--- config.mk ---
export PLATFORM = sky130hd
export DESIGN_NAME = cond_eval_stage
export DESIGN_NICKNAME = d
export VERILOG_FILES = /design/src/rtl/cond_eval_stage.sv
export SDC_FILE = /design/constraint.sdc
export NUM_CORES = 1
export LEC_CHECK = 0
export CAP_MARGIN = 30
export CORE_AREA = 2 2 39 41
export DETAILED_ROUTE_END_ITERATION = 8
export DIE_AREA = 0 0 41 43
export GPL_TIMING_DRIVEN = 0
export PLACE_DENSITY = 0.73
export SKIP_CTS_REPAIR_TIMING = 1
export SLEW_MARGIN = 5
export SYNTH_ARGS = -nofsm -noshare
export SYNTH_HDL_FRONTEND = slang
export SYNTH_SLANG_ARGS = --single-unit
--- constraint.sdc ---
create_clock -name clk -period 3.7 [get_ports clk]
set_input_delay 0.74 -clock clk [delete_from_list [all_inputs] [get_ports clk]]
set_output_delay 0.74 -clock clk [all_outputs]
set_load 0.01 [all_outputs]
--- src/rtl/cond_eval_stage.sv ---
// cond_eval_stage: resolves ARM condition codes against forwarded NZCV with S-instruction hazard tracking.
// Optional macro COND_FLUSH_EN adds a flush input that kills the output and clears pending writers.
module cond_eval_stage #(
  parameter int FLAGS_W = 4,
  parameter int PEND_W = 2
) (
  input  logic               clk,
  input  logic               reset,
`ifdef COND_FLUSH_EN
  input  logic               flush,
`endif
  input  logic               in_valid,
  input  logic [3:0]         in_cond,
  input  logic               in_sets_flags,
  output logic               in_ready,
  input  logic [FLAGS_W-1:0] cpsr_flags,
  input  logic [FLAGS_W-1:0] wb_set,
  input  logic [FLAGS_W-1:0] wb_flags,
  output logic               out_valid,
  output logic               out_pass,
  output logic               out_sets_flags,
  input  logic               out_ready
);
  logic [FLAGS_W-1:0] eff;
  logic [PEND_W-1:0]  pending, pend_next_base;
  logic [7:0]         base;
  logic               wb_any, hazard, full, accept, pass, kill;
  assign eff = (wb_set & wb_flags) | (~wb_set & cpsr_flags);
  assign wb_any = |wb_set;
  assign pend_next_base = pending - PEND_W'(wb_any && pending != '0);
  assign hazard = (pend_next_base != '0) && in_cond != 4'hE;
  assign full = in_sets_flags && pend_next_base == {PEND_W{1'b1}};
`ifdef COND_FLUSH_EN
  assign kill = flush;
`else
  assign kill = 1'b0;
`endif
  assign in_ready = (!out_valid || out_ready) && !hazard && !full && !kill;
  assign accept = in_valid && in_ready;
  // Codes come in complementary pairs: the even code picks a base term, the odd code inverts it.
  assign base = {1'b1, !eff[2] && (eff[3] == eff[0]), eff[3] == eff[0], eff[1] && !eff[2],
                 eff[0], eff[3], eff[1], eff[2]};
  assign pass = base[in_cond[3:1]] ^ in_cond[0];
  always_ff @(posedge clk or posedge reset) begin
    if (reset) begin
      out_valid      <= 1'b0;
      out_pass       <= 1'b0;
      out_sets_flags <= 1'b0;
      pending        <= '0;
    end else begin
      pending   <= kill ? '0 : pend_next_base + PEND_W'(accept && in_sets_flags && pass);
      out_valid <= !kill && (accept || (out_valid && !out_ready));
      if (accept) begin
        out_pass       <= pass;
        out_sets_flags <= in_sets_flags && pass;
      end
    end
  end
endmodule

; ---- Word-level counts from Yosys, hierarchy flattened
; Index checks and enable logic that the tools add are counted.
[totals]
reg_bits = 5
memories = 0
mem_bits_ro = 0
out_inout_bits = 4
ramBits = 0
latch_bits = 0
wordCells = 39
[classes]
n_addsub = 2
reduce_logical = 22
n_mux = 2
multipliers = 0
eq_ne = 3
order_cmp = 1
bitwise = 5
div_mod_pow = 0
shifts = 0
[op_table]
columns = operator, n
row1 = $logic_and A1 B1 Y1, 12
row2 = $and A4 B4 Y4, 2
row3 = $logic_not A1 Y1, 5
row4 = $lt A3 B4 Y1 const B, 1
row5 = $ne A4 B4 Y1 const B, 1
row6 = $not A4 Y4, 1
row7 = $or A4 B4 Y4, 1
row8 = $reduce_bool A2 Y1, 2
row9 = $reduce_or A4 Y1, 1
row10 = $bmux W1 S3, 1
row11 = $add A2 B1 Y2, 1
row12 = $eq A2 B2 Y1 const B, 1
row13 = $logic_or A1 B1 Y1, 2
row14 = $sub A2 B1 Y2, 1
row15 = $eq A1 B1 Y1, 1
row16 = $mux W1, 1
row17 = $xor A1 B1 Y1, 1

; ---- Depth between registers and ports, before layout
[logic_depth]
depth_word = 12
ltp_mapped = 11
mapped_depth_nobuf = 11

; ---- Worst setup path after synthesis
; OpenSTA, ideal clock, no wires.
[synth_timing]
kind = in2reg
start = input port wb_set[3]
end = register pending[1]
t_arrival_ns = 2.317
cell_stages = 11
slack_ns = 1.258
required_ns = 3.575
cell_sequence = nor4_1 nor2_1 ha_1 inv_1 nand2_1 a21oi_1 nor2_2 and3_1 and2_1 ha_1 xnor2_1
[synth_between]
elab_chain_cells = 12
elab_cells_between_ends = 24
classes_between = add/sub (2) / eq/ne (2) / mux (2) / bitwise (5) / reduce/logical (13)
[synth_lines]
columns = element, line
row1 = from (decl), 17  ; input logic [FLAGS_W-1:0] wb_set,
row2 = $reduce_or A4 Y1 (*), 29  ; assign wb_any = |wb_set;
row3 = $logic_and A1 B1 Y1 (*), 30  ; assign pend_next_base = pending - PEND_W'(wb_any && pending != '0);
row4 = $sub A2 B1 Y2 (*), 30
row5 = $reduce_bool A2 Y1, 31  ; assign hazard = (pend_next_base != '0) && in_cond != 4'hE;
row6 = $logic_and A1 B1 Y1, 31
row7 = $logic_not A1 Y1, 38  ; assign in_ready = (!out_valid || out_ready) && !hazard && !full && !kill;
row8 = $logic_and A1 B1 Y1, 38
row9 = $logic_and A1 B1 Y1 (*), 38
row10 = net in_ready, 15  ; output logic in_ready,
row11 = $logic_and A1 B1 Y1 (*), 39  ; assign accept = in_valid && in_ready;
row12 = $logic_and A1 B1 Y1 (*) (2 in series), 51  ; pending <= kill ? '0 : pend_next_base + PEND_W'(accept && in_sets_flags && pass);
row13 = $add A2 B1 Y2 (*), 51
row14 = to (signal assigned), 51
row15 = to (decl), 25  ; logic [PEND_W-1:0] pending, pend_next_base;
; Mark *: on every way through the listed nets, which the timed path passes. The rest lies on a longest branch. The select of a mux whose other input is x is not followed.
; A chain may end at the register's enable or synchronous reset.

; ---- Worst setup path after layout
[layout_timing]
start = input port wb_set[3]
end = output port in_ready
[layout_between]
elab_chain_cells = 8
elab_cells_between_ends = 11
classes_between = add/sub (1) / eq/ne (1) / reduce/logical (9)
[layout_lines]
columns = element, line
row1 = $reduce_or A4 Y1 (*), 29
row2 = $logic_and A1 B1 Y1 (*), 30
row3 = $sub A2 B1 Y2 (*), 30
row4 = $reduce_bool A2 Y1, 31
row5 = $logic_and A1 B1 Y1, 31
row6 = $logic_not A1 Y1, 38
row7 = $logic_and A1 B1 Y1, 38
row8 = $logic_and A1 B1 Y1 (*), 38
row9 = to (decl), 15
; Mark *: on every way between the ends. The rest lies on a longest branch, timed or not.

==> impl_results.md <==
- Core area: around 1400 um2
- Avg Cell Area, Syn: ~10 um2
- RSZ-0062 raised after global routing: no
- Most common cell after layout, fill and taps aside: clkdlybuf4s50_1
- Initial core utilization: 0.3327
- Nets: just under 100
- Fmax: 282.7 MHz
- Drt first pass iters: 4
- Final hold vios: 0
- Slew @ Worst Pin: ~320 ps
- Yosys Warn Count: 0
- Max-Cap Viols: 0
- Ratio of cells with drive above 1 in the final layout: 0.2162
- I/O Buffers: 24
- Unique masters post-synth: 29
- Top delay family on crit path: buffers and inverters
- Clk Latency, worst-skew pair: approximately 250 ps
- Seq. cell area: about 130 um2
- Crit path max-delay cell type: clkdlybuf4s50_1
- Synthesized flop and latch total: 5
- Number of I/O pins: 25
- CTS root buf: clkbuf_4
- Fin Setup TNS: 0 ps
- Register area share after synthesis: 0.2717
- Die width: between 40 and 50 um
- Worst-path clk slew: about 50 ps
- Worst path cell trace: clkdlybuf4s50_1 -> nor4_1 -> nor2_1 -> ha_1 -> xnor2_1 -> a21oi_1 -> nor2_2 -> clkdlybuf4s50_1
- Hold path depth: 1
- Worst Reg-to-Reg Cells: 11
- Gr usage total: 0.1376
- Routability congestion estimate: around 0.71
- Final setup fails: 0
- Post-Route WL: around 980 um
- Post-route DRC: 0
- Synth top area share: 0.2717
- Syn Inst Count: 46
- Pwr dens: roughly 530 nW/um2
- Area grow syn2layout: 62.23%
- Slew margin rel.: 0.7855
- Post-layout util: 0.5398
- Critical path's largest stage delay: 550 ps
- Clock sinks: 5
- Drt via density: just under 5
- Crit path required time: slightly below 3000 ps
- HP Class: reg2reg
- Total Power: between 0.3 and 0.4 mW
- Std cell rows: 14
- Fin crit period: 3538 ps
- Cell repeated most along the worst path: clkdlybuf4s50_1
- WL per Instance: 10.87 um
- Most frequent cells in the layout: clkdlybuf4s50_1, inv_1, dfrtp_1
- Largest net degree at the start of global routing: 6
- Leak: about 0.32 nW
- Synth area leaders: dfrtp_1, mux2_4, xnor2_1, ha_1, nor4_4
- Worst Skew: roughly 2.3 ps
- Critical Path Source Type: input port
- Via count: between 400 and 500
- CP bufs+invs: 2
- Arrival time at the worst endpoint: between 2000 and 3000 ps
- Die Ht: roughly 43 um
- Fill count: between 100 and 150
- Fin. max-slew vios: 0
- Antenna-violating nets left: 0
- CP endpoint kind: primary output
- Status: complete, no violations
- CP Max Fanout: 3
- TritonCTS Buffers: 3
- H-tree depth: 1
- Initial antenna violation count: 0
- Overflow after GRT: 0
- Clk buf depth: 2
- Vias in the first global route: 468
- WP depth: 8
- Final Cycle Share: 0.9562
- Worst-case vdd ir drop: 173.8 uV
- Multi-input gate area: approximately 300 um2
- Cell accounting for the most synthesized area: dfrtp_1
- Critical path type: in2out
- Post-DP HPWL: between 800 and 900 um
- Antenna diodes: 0
- Syn_nets: 69
- Global-route wire length before repair: approximately 1600 um
- Syn Std Cell Area: 460.4 um2
- Drt first-iter violations: 5
- CTS tree: built
- Total die area: 1763 um2
cell type report:
type | instances | share of cell area
Inverter | 7 | 0.03518
Multi-Input combinational cell | 34 | 0.4137
Clock buffer | 4 | 0.03518
Tap cell | 16 | 0.02680
Sequential cell | 5 | 0.1675
Timing Repair Buffer | 24 | 0.3216
worst register-to-register path: cells and delay by family (launching register included):
kind                       cells  cell delay (ps)
and+or+nand+nor                6              630
adders and majority gates      2              500
DFF                            1              390
AOI/OAI and AO/OA              1              160
xor gates and xnor gates       1              120
buffers and inverters          1               80
cell families after synthesis:
kind of cell	after synthesis	synth area share
AND/OR/NAND/NOR	14	0.2147
AO/OA/AOI/OAI	8	0.1440
buffers and inverters	7	0.05708
multiplexers	6	0.1658
flip-flops	5	0.2717
XOR/XNOR	4	0.09241
adder cells (fa/ha/maj)	2	0.05434
cell usage after synthesis (all sizes together):
master and number:
mux2 4, nor3 1, o211ai 2, o22ai 1, and2 1, ha 2, nand3 1, dfrtp 5
and3 2, o31ai 1, mux2i 2, inv 7, o2111ai 1, nor2 3, a22o 1, nand2 3
nor4 3, o21ai 1, xnor2 4, a21oi 1
metal layers:
| metal | wire (um) | track usage |
|---|---|---|
| met5 | 0 | 0 |
| met4 | 30 | 0.1067 |
| met3 | 85 | 0.01571 |
| met2 | 498 | 0.2313 |
| met1 | 364 | 0.1415 |
flip-flops by register name, summed over array words and instances (netlist names):
name            flops
out_sets_flags      1
out_valid           1
out_pass            1
pending             2
per-stage QoR:
step	hold slack (ps)	worst slack, ps	std cells	area, um2
final	487.8	162.1	90	747.0
after detailed placement	483.7	167.3	86	720.7
after global placement	479.1	167.2	86	720.7
after global routing	505.7	34.07	90	747.0
after floorplan	518.5	1258	46	460.4
after CTS	494.0	161.1	90	747.0
worst paths after layout:
path | start | end | slack (ps)
min reg2reg | out_pass$_DFFE_PP0P_ | out_pass$_DFFE_PP0P_ | 490
max in group asynchronous | reset | pending[0]$_DFF_PP0_ | 2830
max reg2reg | pending[1]$_DFF_PP0_ | pending[1]$_DFF_PP0_ | 1690
min | out_pass$_DFFE_PP0P_ | out_pass$_DFFE_PP0P_ | 490
min in group asynchronous | reset | out_valid$_DFF_PP0_ | 690
max | wb_set[3] | in_ready | 160
power by group:
group | total [mW] | internal [mW] | switching [mW]
registers | 0.0952 | 0.0818 | 0.0134
logic | 0.232 | 0.129 | 0.103
clock network | 0.0655 | 0.0409 | 0.0246
total | 0.393 | 0.251 | 0.141
Note: power is estimated with default switching activity, not from simulation.
